`src/rtl/timer_interrupt_controller.sv`:
```
// -----------------------------------------------------------------------------
// timer_interrupt_controller
//
// Interrupt front end for the shared Timer0/1/2 flag registers. Arbitrates
// the enabled pending flags (TIFR & TIMSK) with the highest bit index winning,
// requests the CPU with the matching vector word address, and on acknowledge
// clears the serviced flag via the TIFR write port and pulses SREG I clear.
// On RETI it pulses SREG I set and holds off new requests for a few cycles.
//
// Ports
//   sysClock           system clock, rising edge
//   rst_n              asynchronous active-low reset
//   TIFR_input[7:0]    current TIFR value
//   TIMSK_input[7:0]   current TIMSK value
//   global_enable      SREG I bit
//   irq_ack            CPU loaded irq_vector into PC (1-cycle pulse)
//   reti               CPU executed RETI (1-cycle pulse)
//   irq_request        interrupt request to the CPU
//   irq_vector         word address of the vector to execute
//   TIFR_data[7:0]     TIFR write value with the serviced bit cleared
//   TIFR_write_enable  1-cycle TIFR write strobe
//   I_clear            1-cycle pulse: clear SREG I
//   I_set              1-cycle pulse: set SREG I
//   in_service         handler executing
// -----------------------------------------------------------------------------
module timer_interrupt_controller #(
    parameter int unsigned ADDR_WIDTH     = 14,
    parameter int unsigned VECTOR_BASE    = 0,
    parameter int unsigned HOLDOFF_CYCLES = 1
) (
    input  logic                  sysClock,
    input  logic                  rst_n,
    input  logic [7:0]            TIFR_input,
    input  logic [7:0]            TIMSK_input,
    input  logic                  global_enable,
    input  logic                  irq_ack,
    input  logic                  reti,
    output logic                  irq_request,
    output logic [ADDR_WIDTH-1:0] irq_vector,
    output logic [7:0]            TIFR_data,
    output logic                  TIFR_write_enable,
    output logic                  I_clear,
    output logic                  I_set,
    output logic                  in_service
);

    typedef enum logic [1:0] {
        ST_IDLE,
        ST_REQUEST,
        ST_SERVICE
    } state_e;

    state_e                state_q, state_d;
    logic [3:0]            holdoff_q, holdoff_d;
    logic [2:0]            idx_q, idx_d;
    logic [ADDR_WIDTH-1:0] vector_q, vector_d;
    logic                  req_q, req_d;
    logic                  we_q, we_d;
    logic [7:0]            data_q, data_d;
    logic                  clr_q, clr_d;
    logic                  set_q, set_d;
    logic                  ins_q, ins_d;

    logic [7:0]            pending;
    logic [2:0]            win_idx;
    logic [ADDR_WIDTH-1:0] win_vector;

    assign pending = TIFR_input & TIMSK_input;

    // Ascending scan: the last set bit seen is the highest index, which has
    // the highest priority (OCF2 at bit 7 down to TOV0 at bit 0).
    always_comb begin
        win_idx = 3'd0;
        for (int i = 0; i < 8; i++) begin
            if (pending[i]) begin
                win_idx = 3'(i);
            end
        end
    end

    // Bit 7 maps to offset 0x008, each lower bit is one 2-word slot further.
    assign win_vector = ADDR_WIDTH'(VECTOR_BASE + 32'd8 + 32'd2 * (32'd7 - 32'(win_idx)));

    always_comb begin
        // NOTE: every variable gets a default before the case so no path
        // leaves it unassigned; otherwise synthesis infers a latch.
        state_d   = state_q;
        holdoff_d = holdoff_q;
        idx_d     = idx_q;
        vector_d  = vector_q;
        req_d     = req_q;
        ins_d     = ins_q;
        // Strobes and write data default low so they last exactly one cycle.
        we_d      = 1'b0;
        data_d    = 8'd0;
        clr_d     = 1'b0;
        set_d     = 1'b0;

        case (state_q)
            ST_IDLE: begin
                if (holdoff_q != 4'd0) begin
                    holdoff_d = holdoff_q - 4'd1;
                end else if (global_enable && (pending != 8'd0)) begin
                    idx_d    = win_idx;
                    vector_d = win_vector;
                    req_d    = 1'b1;
                    state_d  = ST_REQUEST;
                end
            end
            ST_REQUEST: begin
                // Acknowledge takes precedence over a withdraw in the same cycle.
                if (irq_ack) begin
                    req_d   = 1'b0;
                    we_d    = 1'b1;
                    data_d  = TIFR_input & ~(8'd1 << idx_q);
                    clr_d   = 1'b1;
                    ins_d   = 1'b1;
                    state_d = ST_SERVICE;
                end else if (!pending[idx_q] || !global_enable) begin
                    req_d     = 1'b0;
                    holdoff_d = 4'd0;
                    state_d   = ST_IDLE;
                end
            end
            ST_SERVICE: begin
                if (reti) begin
                    set_d     = 1'b1;
                    ins_d     = 1'b0;
                    holdoff_d = 4'(HOLDOFF_CYCLES);
                    state_d   = ST_IDLE;
                end
            end
            default: begin
                state_d = ST_IDLE;
            end
        endcase
    end

    // NOTE: sequential state uses non-blocking assignments so every register
    // samples the pre-edge values, independent of statement order.
    always_ff @(posedge sysClock or negedge rst_n) begin
        if (!rst_n) begin
            state_q   <= ST_IDLE;
            holdoff_q <= 4'd0;
            idx_q     <= 3'd0;
            vector_q  <= '0;
            req_q     <= 1'b0;
            we_q      <= 1'b0;
            data_q    <= 8'd0;
            clr_q     <= 1'b0;
            set_q     <= 1'b0;
            ins_q     <= 1'b0;
        end else begin
            state_q   <= state_d;
            holdoff_q <= holdoff_d;
            idx_q     <= idx_d;
            vector_q  <= vector_d;
            req_q     <= req_d;
            we_q      <= we_d;
            data_q    <= data_d;
            clr_q     <= clr_d;
            set_q     <= set_d;
            ins_q     <= ins_d;
        end
    end

    assign irq_request       = req_q;
    assign irq_vector        = vector_q;
    assign TIFR_data         = data_q;
    assign TIFR_write_enable = we_q;
    assign I_clear           = clr_q;
    assign I_set             = set_q;
    assign in_service        = ins_q;

endmodule

```
`config.mk`:
```
export PLATFORM = sky130hd
export DESIGN_NAME = timer_interrupt_controller
export DESIGN_NICKNAME = d
export VERILOG_FILES = /design/src/rtl/timer_interrupt_controller.sv
export SDC_FILE = /design/constraint.sdc
export NUM_CORES = 1
export LEC_CHECK = 0
export ABC_CLOCK_PERIOD_IN_PS = 3700
export CELL_PAD_IN_SITES_DETAIL_PLACEMENT = 1
export CELL_PAD_IN_SITES_GLOBAL_PLACEMENT = 1
export CORE_UTILIZATION = 38
export CTS_BUF_LIST = sky130_fd_sc_hd__clkbuf_8
export DETAILED_ROUTE_END_ITERATION = 10
export MAX_ROUTING_LAYER = met4
export PLACE_DENSITY_LB_ADDON = 0.25
export SETUP_SLACK_MARGIN = 0.2
export SYNTH_ARGS = -nofsm -noshare
export SYNTH_HDL_FRONTEND = slang
export SYNTH_SLANG_ARGS = --single-unit
```
`constraint.sdc`:
```
create_clock -name sysClock -period 3.7 [get_ports sysClock]
set_input_delay 1.11 -clock sysClock [delete_from_list [all_inputs] [get_ports sysClock]]
set_output_delay 1.11 -clock sysClock [all_outputs]
set_load 0.005 [all_outputs]
```
==> impl_metrics.env, run 1 <==
export IMPL_drc=0
export IMPL_clock_tree_from_tritoncts="built"
export IMPL_worst_clock_skew_ns=0.00695
export IMPL_yosysWarningCount=0
export IMPL_coreArea_um2=3440
export IMPL_fin_area_um2=1820
export IMPL_holdPathEnd="irq_vector[1]"
export IMPL_critical_path_peak_fanout=4
export IMPL_setup_violations=0
export IMPL_ys_seq_elements=24
export IMPL_layout_common_cells="37 x sky130_fd_sc_hd__clkdlybuf4s50_1, 24 x sky130_fd_sc_hd__dfrtp_1, 21 x sky130_fd_sc_hd__nand2_1"
export IMPL_htree_num_levels=1
export IMPL_synth_area_per_cell_um2=10.1
export IMPL_fp_dieW_um=62.9
export IMPL_synth_seq_area_share_pct=42.7
export IMPL_worst_setup_hold_path_clk_slew_ns=0.08
export IMPL_dr_total_vias=1178
export IMPL_worstSetupStartpointType="input pin"
export IMPL_timing_worst_slew_pin_value_ns=0.681
export IMPL_grt_antenna_before_repair=0
export IMPL_drt_initial_drc_count=37
export IMPL_number_of_buffers_inserted_during_clock_tree_synthesis=3
export IMPL_number_of_rows_created_at_floorplan=21
export IMPL_cts_max_path_buffers=2
export IMPL_ys_flop_type="sky130_fd_sc_hd__dfrtp_1"
export IMPL_drive_above_1_share_pct=10.2
export IMPL_grt_first_pass_wirelength_mm=5.78
export IMPL_post_drt_via_cell_ratio=5.31
export IMPL_timing_max_cap_violations=0
export IMPL_grt_max_degree=25
export IMPL_dp_hpwl_mm=2.70
export IMPL_rrSetupSlack_ns=1.33
export IMPL_netlist_area_um2=1410
export IMPL_grt_setup_unrepaired="false"
export IMPL_antenna_left=0
export IMPL_final_min_clock_period_ns=3.05
export IMPL_timing_critical_path_to_type="register"
export IMPL_status="complete, no violations"
export IMPL_die_area_um2=3950
export IMPL_worst_hold_margin_ns=0.485
export IMPL_final_common_cell="sky130_fd_sc_hd__clkdlybuf4s50_1"
export IMPL_holdPathStages=1
export IMPL_cell_count_of_the_worst_reg_to_reg_path=6
export IMPL_placed_cells_incl_taps=219
export IMPL_detail_route_wl_per_cell_um=15.2
export IMPL_netlist_cell_type_count=44
export IMPL_worst_hold_path_type="register to register"
export IMPL_port_buffer_count=37
export IMPL_cts_repair_timing_setup_buffer_count=0
export IMPL_antennaDiodeCount=0
export IMPL_gpl_final_weighted_congestion=0.887
export IMPL_rr_startpoint="state_q[1]"
export IMPL_postSynthCellCount=139
export IMPL_detailed_place_area_um2=1780
export IMPL_p_leak_nw=0.813
export IMPL_r2r_end="holdoff_q[1]"
export IMPL_power_per_cell_area_nw_per_um2=645
export IMPL_synth_edf_count=0
export IMPL_grtUsageTotal_pct=19.0
export IMPL_floorplan_initialDensity_pct=40.9
export IMPL_first_global_vias=1227
export IMPL_timing_hold_violations_final=0
export IMPL_area_growth_syn_to_layout_pct=29.3
export IMPL_finalSetupTns_ns=0
export IMPL_hold_path_startpoint="irq_vector[1]"
export IMPL_slew_headroom_pct=54.0
export IMPL_drt_first_pass_iters=5
export IMPL_totalWireLength_mm=3.37
export IMPL_worstPathRequired_ns=3.86
export IMPL_cts_resized=0
export IMPL_die_h_um=62.9
export IMPL_floorplan_io_pins=48
export IMPL_grt_residual_overflow=0
export IMPL_period_share_pct=82.3
export IMPL_arrival_ns=3.20
export IMPL_critical_path_class="input pin to register"
export IMPL_clock_latency_ns=0.27
export IMPL_clock_sinks=24
export IMPL_async_reset_ff_share_pct=100
export IMPL_fin_cells=222
export IMPL_hold_buffers=0
export IMPL_worst_ir_drop_vdd_mv=0.262
export IMPL_cts_root_buf="sky130_fd_sc_hd__clkbuf_8"
export IMPL_report_final_slew_viol_count=0
export IMPL_max_freq_mhz=328
export IMPL_finalNetCount=204
## flip-flops by register name (all words and copies together) (netlist names)
register     cells
state_q          2
TIFR_data        8
irq_request      1
holdoff_q        4
in_service       1
I_clear          1
idx_q            2
irq_vector       4
I_set            1
## worst max-delay path by stage
stage          slack, ns  depth (start not counted)           end     startpoint
6_report            0.65                          6    state_q[1]  TIFR_input[3]
4_1_cts             0.66                          6    state_q[1]  TIFR_input[3]
2_1_floorplan       1.02                          5    state_q[1]  TIFR_input[2]
3_5_place_dp        0.37                          6    state_q[1]  TIFR_input[3]
3_3_place_gp        0.42                          5  holdoff_q[1]        irq_ack
5_1_grt             0.56                          6  holdoff_q[2]        irq_ack
## cells by family (layout without fill, tap and decap cells)
| logic type | after synthesis | after routing | synth area share [%] |
|---|---|---|---|
| and+or+nand+nor | 41 | 41 | 14.7 |
| AOI/OAI and AO/OA | 38 | 38 | 20.7 |
| DFF | 24 | 24 | 42.7 |
| buffers and inverters | 24 | 52 | 10.1 |
| muxes | 6 | 6 | 7.11 |
| adders and majority gates | 5 | 5 | 4.44 |
| other | 1 | 10 | 0.266 |
## synth_stat cells, types with 2 or more instances
master                      instances  share of area (%)
sky130_fd_sc_hd__o21ai_0            8                2.8
sky130_fd_sc_hd__nor4bb_1           2                1.4
sky130_fd_sc_hd__o31ai_1            2                1.1
sky130_fd_sc_hd__inv_1              9                2.4
sky130_fd_sc_hd__mux2_4             2                2.1
sky130_fd_sc_hd__a222oi_1           2                1.4
sky130_fd_sc_hd__o21ai_1            3                1.1
sky130_fd_sc_hd__a31oi_1            5                2.2
sky130_fd_sc_hd__o2bb2ai_1          2                1.2
sky130_fd_sc_hd__dfrtp_1           24                 43
sky130_fd_sc_hd__nor2_1             6                1.6
sky130_fd_sc_hd__o311a_2            4                3.2
sky130_fd_sc_hd__a21o_1             2                1.1
sky130_fd_sc_hd__nand2_1           21                5.6
sky130_fd_sc_hd__buf_4             12                6.4
sky130_fd_sc_hd__or2b_2             2                1.2
sky130_fd_sc_hd__a21oi_1            2               0.71
sky130_fd_sc_hd__ha_1               5                4.4
## critical path, stage by stage
cell                              delay [ns]
sky130_fd_sc_hd__clkdlybuf4s50_1        0.53
sky130_fd_sc_hd__nand2_1                0.06
sky130_fd_sc_hd__mux4_1                 0.54
sky130_fd_sc_hd__mux2_4                 0.33
sky130_fd_sc_hd__o311ai_4               0.30
sky130_fd_sc_hd__mux2_4                 0.33
## per-stage QoR
stage	worst slack, ns	util, %	power (mW)
6_report	0.655	52.9	1.17
5_1_grt	0.564	52.9	1.26
4_1_cts	0.656	52.9	1.18
3_5_place_dp	0.369	51.7	1.03
3_3_place_gp	0.416	51.7	0.987
2_1_floorplan	1.02	-	0.817
## report_power, final
group	internal [mW]	total, mW	switching [mW]
Sequential	0.342	0.425	0.0823
Clock	0.0728	0.152	0.0797
Combinational	0.298	0.596	0.299
Total	0.713	1.17	0.461
## per-layer routing
metal	track usage [%]	vias to the layer above	part of all wire (%)	routed length (um)
met5	-	-	0	0
met4	6.10	0	1.5	49
met3	1.82	6	4.2	143
met2	30.9	37	49	1640
met1	24.9	579	46	1540
li1	-	556	-	-
## area by class of cell
cell class              count  area, um^2
multi-input cells         100         698
repair buffers             39         385
fillers                   383        1620
flip-flops and latches     24         601
inverters                  10        37.5
clock buffers               3        41.3
well taps                  46        57.6
(Power assumes the default switching activity.)
==> inputs of run 2 (changes only) <==
- ABC_CLOCK_PERIOD_IN_PS: 3700 -> 2770
- CORE_UTILIZATION: 38 -> 32
- clock period: 3.7 -> 2.77 ns (I/O delays scaled with it)
==> run 2 against run 1 <==
  * Clock skew down 0.0058 ns
  * Clock power up 55%
  * Design area up 11%
  * Clock-buffer cell count up 1
  * Total power up 45%
  * Setup slack worse by 0.29 ns
  * Register-to-register slack worse by 0.73 ns
  * Combinational power up 51%
  * Sequential share of layout area down 3.2 points
  * Largest power group unchanged
==> impl_metrics.env, run 2 (same netlist as run 1, synthesis figures left out) <==
export IMPL_critical_path_class="input pin to register"
export IMPL_floorplan_io_pins=48
export IMPL_worstSetupStartpointType="input pin"
export IMPL_clkPwrFrac_pct=13.8
export IMPL_gpl_final_weighted_congestion=0.829
export IMPL_clock_latency_ns=0.26
export IMPL_drive_above_1_share_pct=23.2
export IMPL_period_share_pct=86.8
export IMPL_area_growth_syn_to_layout_pct=43.2
export IMPL_cts_max_path_buffers=2
export IMPL_hold_path_startpoint="irq_vector[1]"
export IMPL_final_common_cell="sky130_fd_sc_hd__buf_4"
export IMPL_holdPathStages=1
export IMPL_critical_path_peak_fanout=2
export IMPL_worst_ir_drop_vdd_mv=0.457
export IMPL_totalWireLength_mm=4.03
export IMPL_first_global_vias=1336
export IMPL_slew_headroom_pct=52.6
export IMPL_die_h_um=68.3
export IMPL_finalSetupTns_ns=0
export IMPL_timing_hold_violations_final=0
export IMPL_worst_hold_path_type="register to register"
export IMPL_grt_setup_unrepaired="false"
export IMPL_drt_first_pass_iters=6
export IMPL_drc=0
export IMPL_area_sequential_um2=601
export IMPL_drt_initial_drc_count=66
export IMPL_worst_clock_skew_ns=0.00119
export IMPL_hold_buffers=0
export IMPL_cts_root_buf="sky130_fd_sc_hd__clkbuf_8"
export IMPL_detailed_place_area_um2=1950
export IMPL_grt_antenna_before_repair=0
export IMPL_grtUsageTotal_pct=20.0
export IMPL_power_net_switching_mw=0.648
export IMPL_worstPathRequired_ns=2.92
export IMPL_die_area_um2=4670
export IMPL_number_of_flip_flops_in_the_largest_register=8
export IMPL_final_min_clock_period_ns=2.40
export IMPL_timing_critical_path_to_type="register"
export IMPL_fraction_of_power_consumed_by_combinational_cells_pct=52.8
export IMPL_multi_input_area_um2=699
export IMPL_p_leak_nw=0.964
export IMPL_p_sw_share_pct=38.0
export IMPL_detailedPlace_worstSlack_ns=-0.230
export IMPL_post_route_util_pct=49.0
export IMPL_clock_sinks=24
export IMPL_dp_hpwl_mm=3.27
export IMPL_floorplan_initialDensity_pct=34.2
export IMPL_fillCellCount=482
export IMPL_power_per_cell_area_nw_per_um2=846
export IMPL_setup_violations=0
export IMPL_max_freq_mhz=416
export IMPL_post_drt_via_cell_ratio=5.00
export IMPL_fin_area_um2=2020
export IMPL_port_buffer_count=37
export IMPL_status="complete, no violations"
export IMPL_number_of_rows_created_at_floorplan=23
export IMPL_seqPwrFrac_pct=33.4
export IMPL_arrival_ns=2.56
export IMPL_grt_residual_overflow=0
export IMPL_finalNetCount=230
export IMPL_grt_first_pass_wirelength_mm=6.47
export IMPL_coreArea_um2=4120
export IMPL_worst_setup_hold_path_clk_slew_ns=0.08
export IMPL_detail_route_wl_per_cell_um=15.9
export IMPL_htree_num_levels=1
export IMPL_report_final_slew_viol_count=0
export IMPL_holdPathEnd="irq_vector[1]"
export IMPL_antenna_left=0
export IMPL_cell_count_of_the_worst_reg_to_reg_path=5
export IMPL_rr_startpoint="idx_q[0]"
export IMPL_rrSetupSlack_ns=0.60
export IMPL_r2r_end="state_q[1]"
export IMPL_worst_hold_margin_ns=0.486
export IMPL_layout_common_cells="28 x sky130_fd_sc_hd__buf_4, 24 x sky130_fd_sc_hd__dfrtp_1, 21 x sky130_fd_sc_hd__clkdlybuf4s50_1"
export IMPL_postLayoutSetupSlackWorst_ns=0.367
export IMPL_antennaDiodeCount=0
export IMPL_timing_max_cap_violations=0
export IMPL_fp_dieW_um=68.3
export IMPL_timing_worst_slew_pin_value_ns=0.706
export IMPL_clock_tree_from_tritoncts="built"
export IMPL_grt_max_degree=25
export IMPL_dr_total_vias=1266
export IMPL_number_of_buffers_inserted_during_clock_tree_synthesis=3
export IMPL_intPower_mw=1.06
[run 2: area by class of cell]
class / count / area share, %
flip-flops and latches: 24 / 29.8
repair buffers: 65 / 27.8
well taps: 50 / 3.10
multi-input cells: 100 / 34.7
inverters: 10 / 1.86
clock buffers: 4 / 2.73
[run 2: timing repair]
item                                    in CTS  in global routing
endpoints found under the hold margin        0                  0
buffers inserted                             4                  0
resized for setup                           19                  0
endpoints found under the setup margin       5                  0
[run 2: worst max-delay path by stage]
stage | startpoint | endpoint | slack [ns]
2_1_floorplan | TIFR_input[2] | state_q[1] | 0.37
3_3_place_gp | TIFR_input[2] | state_q[1] | -0.18
3_5_place_dp | TIFR_input[2] | state_q[1] | -0.23
4_1_cts | TIFR_input[7] | state_q[1] | 0.38
5_1_grt | global_enable | idx_q[0] | 0.28
6_report | TIFR_input[7] | state_q[1] | 0.37
[run 2: through the flow]
step / power [mW] / instances
after global routing: 1.84 / 253
after floorplan: 1.09 / 148
after CTS: 1.72 / 253
after detailed placement: 1.46 / 245
final: 1.71 / 253
after global placement: 1.42 / 245
[run 2: power groups by stage]
| stage | logic (mW) | clock network (mW) | registers [mW] |
|---|---|---|---|
| after floorplan | 0.555 | 0 | 0.536 |
| after global placement | 0.851 | 0 | 0.565 |
| after detailed placement | 0.888 | 0 | 0.576 |
| after CTS | 0.906 | 0.245 | 0.571 |
| after global routing | 0.994 | 0.262 | 0.588 |
| final | 0.900 | 0.236 | 0.570 |
[run 2: worst max-delay path, stage by stage]
cell and delay [ns]:
sky130_fd_sc_hd__dlygate4sd2_1 0.26, sky130_fd_sc_hd__buf_4 0.14, sky130_fd_sc_hd__a222oi_1 0.43, sky130_fd_sc_hd__a31oi_1 0.18, sky130_fd_sc_hd__or2b_4 0.30, sky130_fd_sc_hd__o311ai_4 0.07, sky130_fd_sc_hd__mux2_4 0.33
[run 2: routing by layer]
layer  global-route usage (%)  wire (um)  vias up
met5                        -          0        -
met4                     3.13         22        0
met3                     4.00        109        5
met2                     36.3       2150       30
met1                     22.9       1740      621
li1                         -          -      610
